===== src/rtl/fetch_pc_unit.sv =====
// ---------------------------------------------------------------------------
// fetch_pc_unit
//
// Fetch-stage PC generator and two-entry instruction buffer feeding decode.
// Keeps the architectural fetch PC and issues one instruction-memory request
// at a time. Returned words are queued with their PC and PC+4. A decode
// redirect moves the fetch PC, flushes the buffer and drops any response
// that belongs to the wrong path.
//
// Optional feature: define FETCH_BTB_EN to add a direct-mapped branch target
// buffer. It predicts the next fetch PC at grant time and marks the fetched
// instruction as predicted-taken. Without the macro the next PC is always
// PC+4, oPredTakenF is 0 and the BTB update inputs are ignored.
//
// Ports:
//   iClk, iRstN        clock, asynchronous active-low reset
//   iStallF            hold the buffer head (no dequeue)
//   iRedirectD         decode redirect valid, target on iPCTargetD
//   oImemReq/oImemAddr instruction memory request and word address
//   iImemGnt           request accepted this cycle
//   iImemRvalid/Rdata  memory response (one per granted request)
//   oValidF, oInstrF, oPCF, oPCPlus4F, oPredTakenF   buffer head to decode
//   iReadyD            decode takes the head this cycle
//   oMisalignF         one-cycle pulse: redirect target was not word aligned
//   iBtbUpdate, iBtbPC, iBtbTarget   resolved taken branch for the BTB
// ---------------------------------------------------------------------------
module fetch_pc_unit #(
    parameter logic [31:0] RESET_PC    = 32'h0000_0000,
    parameter int          BTB_ENTRIES = 16
) (
    input  logic        iClk,
    input  logic        iRstN,
    input  logic        iStallF,
    input  logic        iRedirectD,
    input  logic [31:0] iPCTargetD,
    output logic        oImemReq,
    output logic [31:0] oImemAddr,
    input  logic        iImemGnt,
    input  logic        iImemRvalid,
    input  logic [31:0] iImemRdata,
    output logic        oValidF,
    output logic [31:0] oInstrF,
    output logic [31:0] oPCF,
    output logic [31:0] oPCPlus4F,
    output logic        oPredTakenF,
    input  logic        iReadyD,
    output logic        oMisalignF,
    input  logic        iBtbUpdate,
    input  logic [31:0] iBtbPC,
    input  logic [31:0] iBtbTarget
);

    typedef enum logic {
        ST_ISSUE = 1'b0,
        ST_WAIT  = 1'b1
    } state_t;

    state_t      r_state;
    state_t      w_stateNext;
    logic [31:0] r_pcF;
    logic [31:0] r_reqPC;
    logic        r_reqPred;
    logic        r_discard;
    logic        w_discardNext;
    logic        r_misalign;

    logic [31:0] r_fifoInstr   [2];
    logic [31:0] r_fifoPC      [2];
    logic [31:0] r_fifoPCPlus4 [2];
    logic        r_fifoPred    [2];
    logic        r_head;
    logic [1:0]  r_count;

    logic        w_notFull;
    logic        w_grantAcc;
    logic        w_enq;
    logic        w_deq;
    logic        w_tail;
    logic [31:0] w_nextPC;
    logic        w_predHit;

    assign w_notFull = (r_count != 2'd2);
    // Tail slot: with count 0 it is the head slot, with count 1 the other one.
    assign w_tail    = r_head ^ r_count[0];
    // A redirect wins over decode acceptance, so nothing is dequeued then.
    assign w_deq     = (r_count != 2'd0) & iReadyD & ~iStallF & ~iRedirectD;

`ifdef FETCH_BTB_EN
    localparam int IDXW = $clog2(BTB_ENTRIES);
    localparam int TAGW = 30 - IDXW;

    logic            r_btbValid  [BTB_ENTRIES];
    logic [TAGW-1:0] r_btbTag    [BTB_ENTRIES];
    logic [29:0]     r_btbTarget [BTB_ENTRIES];
    logic [IDXW-1:0] w_lookIdx;
    logic [IDXW-1:0] w_updIdx;
    logic            w_unusedBtb;

    assign w_lookIdx   = r_pcF[IDXW+1:2];
    assign w_updIdx    = iBtbPC[IDXW+1:2];
    assign w_predHit   = r_btbValid[w_lookIdx] &&
                         (r_btbTag[w_lookIdx] == r_pcF[31:IDXW+2]);
    assign w_nextPC    = w_predHit ? {r_btbTarget[w_lookIdx], 2'b00}
                                   : r_pcF + 32'd4;
    assign w_unusedBtb = ^{iBtbPC[1:0], iBtbTarget[1:0]};

    // BTB valid bits: the only BTB state that needs a reset. The write lands
    // at the clock edge, so a lookup in the same cycle sees the old entry.
    always_ff @(posedge iClk or negedge iRstN) begin
        if (!iRstN) begin
            for (int i = 0; i < BTB_ENTRIES; i++) begin
                r_btbValid[i] <= 1'b0;
            end
        end else if (iBtbUpdate) begin
            r_btbValid[w_updIdx] <= 1'b1;
        end
    end

    // BTB tag and target payload, qualified by the valid bits above.
    always_ff @(posedge iClk) begin
        if (iBtbUpdate) begin
            r_btbTag[w_updIdx]    <= iBtbPC[31:IDXW+2];
            r_btbTarget[w_updIdx] <= iBtbTarget[31:2];
        end
    end
`else
    logic w_unusedBtb;

    assign w_predHit   = 1'b0;
    assign w_nextPC    = r_pcF + 32'd4;
    assign w_unusedBtb = ^{iBtbUpdate, iBtbPC, iBtbTarget, BTB_ENTRIES[0]};
`endif

    // Request/response FSM state register.
    always_ff @(posedge iClk or negedge iRstN) begin
        if (!iRstN) begin
            r_state   <= ST_ISSUE;
            r_discard <= 1'b0;
        end else begin
            r_state   <= w_stateNext;
            r_discard <= w_discardNext;
        end
    end

    // Next state. A redirect during an outstanding request, or coincident
    // with a grant, marks the pending response as stale. A response that
    // arrives in the same cycle as a redirect is simply dropped, so no
    // discard flag is needed for it.
    always_comb begin
        w_stateNext   = r_state;
        w_discardNext = r_discard;
        w_grantAcc    = 1'b0;
        w_enq         = 1'b0;
        unique case (r_state)
            ST_ISSUE: begin
                if (iImemGnt && w_notFull) begin
                    w_grantAcc    = 1'b1;
                    w_stateNext   = ST_WAIT;
                    w_discardNext = iRedirectD;
                end
            end
            ST_WAIT: begin
                if (iImemRvalid) begin
                    w_stateNext   = ST_ISSUE;
                    w_discardNext = 1'b0;
                    w_enq         = ~r_discard & ~iRedirectD;
                end else if (iRedirectD) begin
                    w_discardNext = 1'b1;
                end
            end
        endcase
    end

    // Fetch PC and the PC/prediction of the request in flight.
    always_ff @(posedge iClk or negedge iRstN) begin
        if (!iRstN) begin
            r_pcF      <= RESET_PC;
            r_reqPC    <= 32'h0;
            r_reqPred  <= 1'b0;
            r_misalign <= 1'b0;
        end else begin
            r_misalign <= iRedirectD & (|iPCTargetD[1:0]);
            if (iRedirectD) begin
                r_pcF <= {iPCTargetD[31:2], 2'b00};
            end else if (w_grantAcc) begin
                r_pcF <= w_nextPC;
            end
            if (w_grantAcc) begin
                r_reqPC   <= r_pcF;
                r_reqPred <= w_predHit;
            end
        end
    end

    // Two-entry instruction buffer. A request is only issued while it is not
    // full and only one request is outstanding, so an accepted response
    // always finds a free slot.
    always_ff @(posedge iClk or negedge iRstN) begin
        if (!iRstN) begin
            r_head  <= 1'b0;
            r_count <= 2'd0;
            for (int i = 0; i < 2; i++) begin
                r_fifoInstr[i]   <= 32'h0;
                r_fifoPC[i]      <= 32'h0;
                r_fifoPCPlus4[i] <= 32'h0;
                r_fifoPred[i]    <= 1'b0;
            end
        end else if (iRedirectD) begin
            r_head  <= 1'b0;
            r_count <= 2'd0;
        end else begin
            if (w_enq) begin
                r_fifoInstr[w_tail]   <= iImemRdata;
                r_fifoPC[w_tail]      <= r_reqPC;
                r_fifoPCPlus4[w_tail] <= r_reqPC + 32'd4;
                r_fifoPred[w_tail]    <= r_reqPred;
            end
            if (w_deq) begin
                r_head <= ~r_head;
            end
            r_count <= r_count + {1'b0, w_enq} - {1'b0, w_deq};
        end
    end

    // Request is held low during reset so every output is quiet then.
    assign oImemReq    = iRstN & (r_state == ST_ISSUE) & w_notFull & ~iRedirectD;
    assign oImemAddr   = r_pcF;
    assign oValidF     = (r_count != 2'd0);
    assign oInstrF     = r_fifoInstr[r_head];
    assign oPCF        = r_fifoPC[r_head];
    assign oPCPlus4F   = r_fifoPCPlus4[r_head];
    assign oPredTakenF = r_fifoPred[r_head];
    assign oMisalignF  = r_misalign;

endmodule


===== config.mk =====
export PLATFORM = sky130hd
export DESIGN_NAME = fetch_pc_unit
export DESIGN_NICKNAME = d
export VERILOG_FILES = /design/src/rtl/fetch_pc_unit.sv
export SDC_FILE = /design/constraint.sdc
export NUM_CORES = 1
export LEC_CHECK = 0
export CAP_MARGIN = 20
export CORE_ASPECT_RATIO = 0.6
export CORE_MARGIN = 2
export CORE_UTILIZATION = 40
export DETAILED_ROUTE_END_ITERATION = 10
export PLACE_DENSITY = 0.7
export SETUP_SLACK_MARGIN = 0.02
export SLEW_MARGIN = 20
export SYNTH_ARGS = -nofsm -noshare
export SYNTH_HDL_FRONTEND = slang
export SYNTH_SLANG_ARGS = --single-unit

===== constraint.sdc =====
create_clock -name iClk -period 2.2 [get_ports iClk]
set_clock_uncertainty 0.1 [all_clocks]
set_input_delay 0.33 -clock iClk [delete_from_list [all_inputs] [get_ports iClk]]
set_output_delay 0.33 -clock iClk [all_outputs]
set_load 0.02 [all_outputs]

==> results.sh, run 1 <==
export IMPL_dieArea_um2=30700
export IMPL_fin_ws_ns=-0.162
export IMPL_setup_worst_path_end="oPCF[6]"
export IMPL_r2r_slack_ns=0.13
export IMPL_route_detailed_drc=0
export IMPL_ff2ff_path_depth=11
export IMPL_hold_path_depth=3
export IMPL_finalCritPeriodShare=1.07
export IMPL_clkLatencyLatePin_ns=0.53
export IMPL_numPortBuffers=196
export IMPL_slew_violations=0
export IMPL_yosysSeqAreaShare=0.539
export IMPL_pin_count=268
export IMPL_wirelength_um=30100
export IMPL_synthCells=1004
export IMPL_yosysTopAreaCellShare=0.539
export IMPL_hold_ws_ns=0.0535
export IMPL_p_per_area_nw_per_um2=1130
export IMPL_cts_root_buf="clkbuf_16"
export IMPL_ys_top_cells_by_area="dfrtp_1 (54%), mux2_2 (21%), nand2_1 (6.0%), o21ai_0 (3.0%), xnor2_1 (2.7%)"
export IMPL_avgRoutedWirePerCell_um=18.4
export IMPL_cp_data_arrival_time_ns=1.93
export IMPL_num_vias=8290
export IMPL_cts_tree="done"
export IMPL_final_seq_area_um2=6310
export IMPL_rsz0062_at_grt="true"
export IMPL_crit_path_end_kind="output pin"
export IMPL_violations="negative setup slack"
export IMPL_clock_fmax_mhz=423
export IMPL_cts_htree_levels=1
export IMPL_dp_hpwl_um=20800
export IMPL_viasPerCell=5.07
export IMPL_grt_max_degree=146
export IMPL_tightest_slew_ns=0.852
export IMPL_insertedDiodeCount=0
export IMPL_final_cell_count_no_fill=1636
export IMPL_min_from="iRedirectD"
export IMPL_grt_usage=0.195
export IMPL_p_leak_nw=6.97
export IMPL_clockBufferDepth=3
export IMPL_fillers=2545
export IMPL_r2r_end="r_count[1]$_DFF_PN0_"
export IMPL_core_area_um2=28800
export IMPL_cp_start_kind="flop"
export IMPL_gp_congestion=0.840
export IMPL_maxCapViolations=0
export IMPL_crit_type="flop to output pin"
export IMPL_synth_cell_type_count=42
export IMPL_fp_dieH_um=136
export IMPL_nNetsFinal=1388
export IMPL_drive_gt1_frac=0.361
export IMPL_antenna_found_initial=0
export IMPL_drt_pass1_iterations=5
export IMPL_synth_top_cell_by_area="dfrtp_1"
export IMPL_reg2reg_from="r_count[1]$_DFF_PN0_"
export IMPL_multi_input_area_um2=5110
export IMPL_syn_area_um2=11700
export IMPL_min_period_ns=2.36
export IMPL_grt_overflow_total=0
export IMPL_vdd_ir_drop_max_v=0.000555
export IMPL_avgSynthCellArea_um2=11.6
export IMPL_hp_class="input pin to flop"
export IMPL_yosys_warnings=0
export IMPL_required_ns=1.77
export IMPL_place_inst=1583
export IMPL_drt_antenna_violating_nets=0
export IMPL_fp_dieW_um=225
export IMPL_grt_pass1_vias=8360
export IMPL_cts_made_buffers=26
export IMPL_cp_max_fo=30
export IMPL_grt_pass1_wl_um=46900
export IMPL_syn2layout_area_growth_pct=28.7
export IMPL_setup_viol=90
export IMPL_start_util=0.406
export IMPL_ys_ff_latch=252
export IMPL_clkTransAtPathRegs_ns=0.06
export IMPL_cts_sinks=252
export IMPL_status="finished with violations"
export IMPL_power_w=0.0170
export IMPL_hold_viol=0
export IMPL_crit_path_start="r_head$_DFFE_PN0P_"
export IMPL_row_count=48
export IMPL_max_slew_margin=0.432
export IMPL_drtIter0Drc=448
[cell families (layout without fill, tap and decap cells)]
family	count (synthesis)	after routing	share of synthesized area
compound gates	94	94	0.0406
fa+ha+maj	4	4	0.00428
simple gates	295	295	0.127
xor+xnor	61	61	0.0457
other cells	1	6	0.000321
mux	222	222	0.214
buf+inv	75	327	0.0288
flops	252	252	0.539
[how the worst min path moves through the flow]
stage                                    endpoint  slack, ns
floorplan               oImemAddr[10]$_DFFE_PN0P_      -0.07
global placement    r_fifoPCPlus4[19]$_DFFE_PN0P_       0.36
detailed placement   r_fifoPCPlus4[8]$_DFFE_PN0P_       0.37
CTS                            r_head$_DFFE_PN0P_       0.04
global route                 r_count[1]$_DFF_PN0_       0.06
finish                         r_head$_DFFE_PN0P_       0.05
[cell usage after synthesis]
cell      count
o21ai_1      20
nor3_1        4
or4_4         1
xor2_1       25
a31oi_1       1
and4_1        1
nand2_1     187
nand4_2       1
o21ai_0      71
mux2_2      221
o21a_1        1
nor4_2        9
dfrtp_1     252
inv_1         9
nand3_4       1
and4bb_2      1
buf_2        20
nand4_1      17
xnor2_1      36
nor2b_1       5
or2_1         1
and2_1        6
mux2i_1       1
nor4b_1       1
buf_4         6
a21oi_1       1
and3_1       10
nor4b_2       1
nand3_1      16
nand2b_1      4
nand4_4       1
or4_1         1
nor3_2        5
nor3b_1       2
nor4_4        2
nor2_1       15
or4b_1        2
ha_1          4
conb_1        1
clkbuf_1     39
buf_6         1
or3_1         1
[per-stage QoR]
| stage | cell area (µm²) | setup slack, ns | TNS (ns) | utilization |
|---|---|---|---|---|
| after floorplan | 11700 | 0.204 | 0 | - |
| after global placement | 14500 | -0.117 | -0.346 | 0.504 |
| after detailed placement | 14500 | -0.110 | -0.452 | 0.504 |
| after CTS | 15100 | -0.244 | -13.44 | 0.524 |
| after global routing | 15000 | -0.220 | -9.72 | 0.523 |
| final | 15000 | -0.162 | -4.77 | 0.523 |
[cell usage in the layout, fill, tap and decap left out, types with 10 or more instances in the layout]
| master | netlist | layout |
|---|---|---|
| xor2_1 | 25 | 25 |
| dfrtp_1 | 252 | 251 |
| buf_12 | 0 | 11 |
| o21ai_1 | 20 | 20 |
| nand3_1 | 16 | 16 |
| nand4_1 | 17 | 17 |
| buf_2 | 20 | 63 |
| clkdlybuf4s50_1 | 0 | 99 |
| nand2_1 | 187 | 186 |
| mux2_2 | 221 | 217 |
| clkbuf_16 | 0 | 28 |
| o21ai_0 | 71 | 71 |
| buf_4 | 6 | 66 |
| clkbuf_2 | 0 | 20 |
| xnor2_1 | 36 | 36 |
| and3_1 | 10 | 10 |
| nor2_1 | 15 | 13 |
[worst max-delay path, cell delays in order, from the launching register on]
cell             delay (ns)
dfrtp_4                0.49
buf_12                 0.22
mux2_2                 0.40
clkdlybuf4s15_2        0.26
[state kept, by name, indices dropped and copies added, names as in the netlist]
name / cells
r_state: 1
r_fifoPCPlus4: 60
r_count: 2
r_fifoInstr: 64
r_discard: 1
r_fifoPred: 2
r_head: 1
r_reqPC: 30
r_fifoPC: 60
oMisalignF: 1
oImemAddr: 30
[timing repair]
| item | CTS | global route |
|---|---|---|
| setup buffers | 0 | 9 |
| pin swaps | 0 | 1 |
| gates cloned | 0 | 2 |
| endpoints found under the setup margin | 95 | 103 |
| hold endpoints to repair | 252 | 0 |
| hold buffers | 1 | 0 |
| gates resized for setup | 215 | 139 |
[metal layers]
layer  wire, µm  vias up  share of wire  global-route usage
met3       1570       32          0.052              0.0413
met2      13300      169           0.44               0.293
met5          0        -              0                   0
met1      14800     4173           0.49               0.293
li1           -     3916              -                   -
met4        374        0          0.012              0.0350
[power breakdown]
group          total [W]  switching, W  internal [W]
Sequential       0.00701      0.000877       0.00614
Combinational    0.00578       0.00308       0.00270
Clock            0.00422       0.00180       0.00242
Total             0.0170       0.00576        0.0113
[final cells by class]
cell class,count,area share
Sequential cell,252,0.419
Inverter,9,0.00224
Multi-Input combinational cell,682,0.340
Clock buffer,40,0.0521
Timing Repair Buffer,277,0.155
Tap cell,375,0.0312
Clock inverter,1,0.000582
(Power assumes the default switching activity.)
==> run 2: changes to the inputs <==
--- a/config.mk
+++ b/config.mk
@@ -8,9 +8,9 @@
 export CAP_MARGIN = 20
 export CORE_ASPECT_RATIO = 0.6
 export CORE_MARGIN = 2
-export CORE_UTILIZATION = 40
+export CORE_UTILIZATION = 55
 export DETAILED_ROUTE_END_ITERATION = 10
-export PLACE_DENSITY = 0.7
+export PLACE_DENSITY = 0.91
 export SETUP_SLACK_MARGIN = 0.02
 export SLEW_MARGIN = 20
 export SYNTH_ARGS = -nofsm -noshare
==> constraint.sdc (replaced) <==
create_clock -name iClk -period 2.72 [get_ports iClk]
set_clock_uncertainty 0.1 [all_clocks]
set_input_delay 0.408 -clock iClk [delete_from_list [all_inputs] [get_ports iClk]]
set_output_delay 0.408 -clock iClk [all_outputs]
set_load 0.02 [all_outputs]
==> run 2 against run 1 <==
Net effect: the run now ends clean; sequential share of layout area barely moved; clock power decreased by 22%; via count grew 1.5%; cell count down 8.6%; sequential power down 17%; core utilization increased by 20 points; global-route usage increased by 6.7 points; combinational power decreased by 15%; register-to-register slack gained 0.25 ns; largest power group unchanged.
==> results.sh, run 2 (synthesis gave the netlist of run 1 again) <==
export IMPL_status="finished, final reports clean"
export IMPL_clkLatencyLatePin_ns=0.51
export IMPL_worst_path_most_repeated_cell="buf_12"
export IMPL_cp_max_fo=18
export IMPL_avgRoutedWirePerCell_um=19.6
export IMPL_row_count=41
export IMPL_numPortBuffers=196
export IMPL_path_cells="buf_12 -> buf_12 -> mux2_2 -> clkdlybuf4s50_1"
export IMPL_rsz0062_at_grt="false"
export IMPL_setup_viol=0
export IMPL_r2r_slack_ns=0.38
export IMPL_grt_pass1_vias=8747
export IMPL_core_area_um2=20900
export IMPL_tightest_slew_ns=0.865
export IMPL_gp_congestion=0.804
export IMPL_syn2layout_area_growth_pct=28.7
export IMPL_route_detailed_drc=0
export IMPL_ff2ff_path_depth=5
export IMPL_min_from="iRedirectD"
export IMPL_dieArea_um2=22500
export IMPL_r2r_end="r_fifoPCPlus4[28]$_DFFE_PN0P_"
export IMPL_hold_viol=0
export IMPL_top_register="r_fifoInstr"
export IMPL_place_inst=1450
export IMPL_cp_start_kind="flop"
export IMPL_grt_overflow_total=0
export IMPL_max_slew_margin=0.423
export IMPL_nNetsFinal=1342
export IMPL_setup_worst_path_end="oInstrF[25]"
export IMPL_reg_top3="r_fifoInstr: 64 flops, r_fifoPCPlus4: 60 flops, r_fifoPC: 60 flops"
export IMPL_final_common_cell="dfrtp_1"
export IMPL_cts_sinks=252
export IMPL_p_leak_nw=7.47
export IMPL_hold_path_depth=2
export IMPL_start_util=0.559
export IMPL_cts_made_buffers=23
export IMPL_reg2reg_from="r_reqPC[11]$_DFFE_PN0P_"
export IMPL_drtIter0Drc=626
export IMPL_dp_hpwl_um=20000
export IMPL_min_period_ns=2.66
export IMPL_slew_violations=0
export IMPL_vdd_ir_drop_max_v=0.000702
export IMPL_clockBufferDepth=3
export IMPL_p_per_area_nw_per_um2=931
export IMPL_insertedDiodeCount=0
export IMPL_setup_tns_ns=0
export IMPL_viasPerCell=5.62
export IMPL_crit_path_start="r_head$_DFFE_PN0P_"
export IMPL_grt_pass1_wl_um=46200
export IMPL_finalCritPeriodShare=0.978
export IMPL_grt_max_degree=69
export IMPL_pin_count=268
export IMPL_largest_reg_flops=64
export IMPL_drive_gt1_frac=0.268
export IMPL_antenna_found_initial=0
export IMPL_wirelength_um=29300
export IMPL_cp_data_arrival_time_ns=2.15
export IMPL_layout_common_cells="dfrtp_1 (251), mux2_2 (221), nand2_1 (186), clkdlybuf4s50_1 (116), o21ai_0 (71)"
export IMPL_crit_slowest_cell="clkdlybuf4s50_1"
export IMPL_fp_dieW_um=192
export IMPL_cts_htree_levels=1
export IMPL_hp_class="input pin to flop"
export IMPL_crit_path_end_kind="output pin"
export IMPL_crit_type="flop to output pin"
export IMPL_fp_dieH_um=117
export IMPL_slowest_delay_ns=0.59
export IMPL_cts_root_buf="clkbuf_16"
export IMPL_num_vias=8411
export IMPL_grt_usage=0.262
export IMPL_required_ns=2.21
export IMPL_cts_tree="done"
export IMPL_final_cell_count_no_fill=1496
export IMPL_clock_fmax_mhz=376
export IMPL_clkTransAtPathRegs_ns=0.07
export IMPL_drt_antenna_violating_nets=0
export IMPL_maxCapViolations=0
export IMPL_drt_pass1_iterations=5
run 2: cell type report:
class	count	area, µm²
tap	279	349
clock buffer	29	648
clock inverter	11	108
fill	1402	5880
sequential	252	6310
inverter	9	33.8
multi-input combinational	682	5090
timing repair buffer	234	2510
run 2: how the worst min path moves through the flow:
stage          slack (ns)                            end
3_3_place_gp         0.36  r_fifoPCPlus4[11]$_DFFE_PN0P_
3_5_place_dp         0.36  r_fifoPCPlus4[36]$_DFFE_PN0P_
5_1_grt              0.09           r_count[1]$_DFF_PN0_
2_1_floorplan        0.01      oImemAddr[10]$_DFFE_PN0P_
6_report             0.08             r_head$_DFFE_PN0P_
4_1_cts              0.07             r_head$_DFFE_PN0P_
run 2: layer usage:
layer / global-route usage / share of wire / up-vias
met1: 0.371 / 0.45 / 4253
li1: - / - / 3818
met4: 0.0611 / 0.021 / 0
met5: 0 / 0 / -
met2: 0.425 / 0.47 / 288
met3: 0.0474 / 0.059 / 52
run 2: critical path: cells and delay by family, from the launching register on:
family,cells,cell delay [ns]
muxes,1,0.24
DFF,1,0.50
buffers and inverters,3,0.89
run 2: power breakdown:
part / internal (W) / switching [W] / total (W) / leakage [nW]
Combinational: 0.00252 / 0.00240 / 0.00491 / 3.84
Sequential: 0.00496 / 0.000854 / 0.00581 / 3.25
Clock: 0.00187 / 0.00141 / 0.00329 / 0.380
run 2: through the flow:
stage	setup WS, ns	hold WS [ns]	utilization	power, W	instance area [µm²]
3_3_place_gp	0.254	0.357	0.673	0.0106	14100
6_report	0.0595	0.0793	0.719	0.0140	15000
4_1_cts	0.0208	0.0728	0.711	0.0142	14900
2_1_floorplan	0.646	0.0124	-	0.00853	11700
3_5_place_dp	0.171	0.364	0.673	0.0109	14100
5_1_grt	0.0244	0.0859	0.719	0.0147	15000
run 2: what timing repair did:
item,in CTS,in global routing
resized for setup,16,63
endpoints found under the setup margin,84,63
gates cloned,0,0
buffers inserted,5,0
hold buffers,1,0
endpoints found under the hold margin,56,0
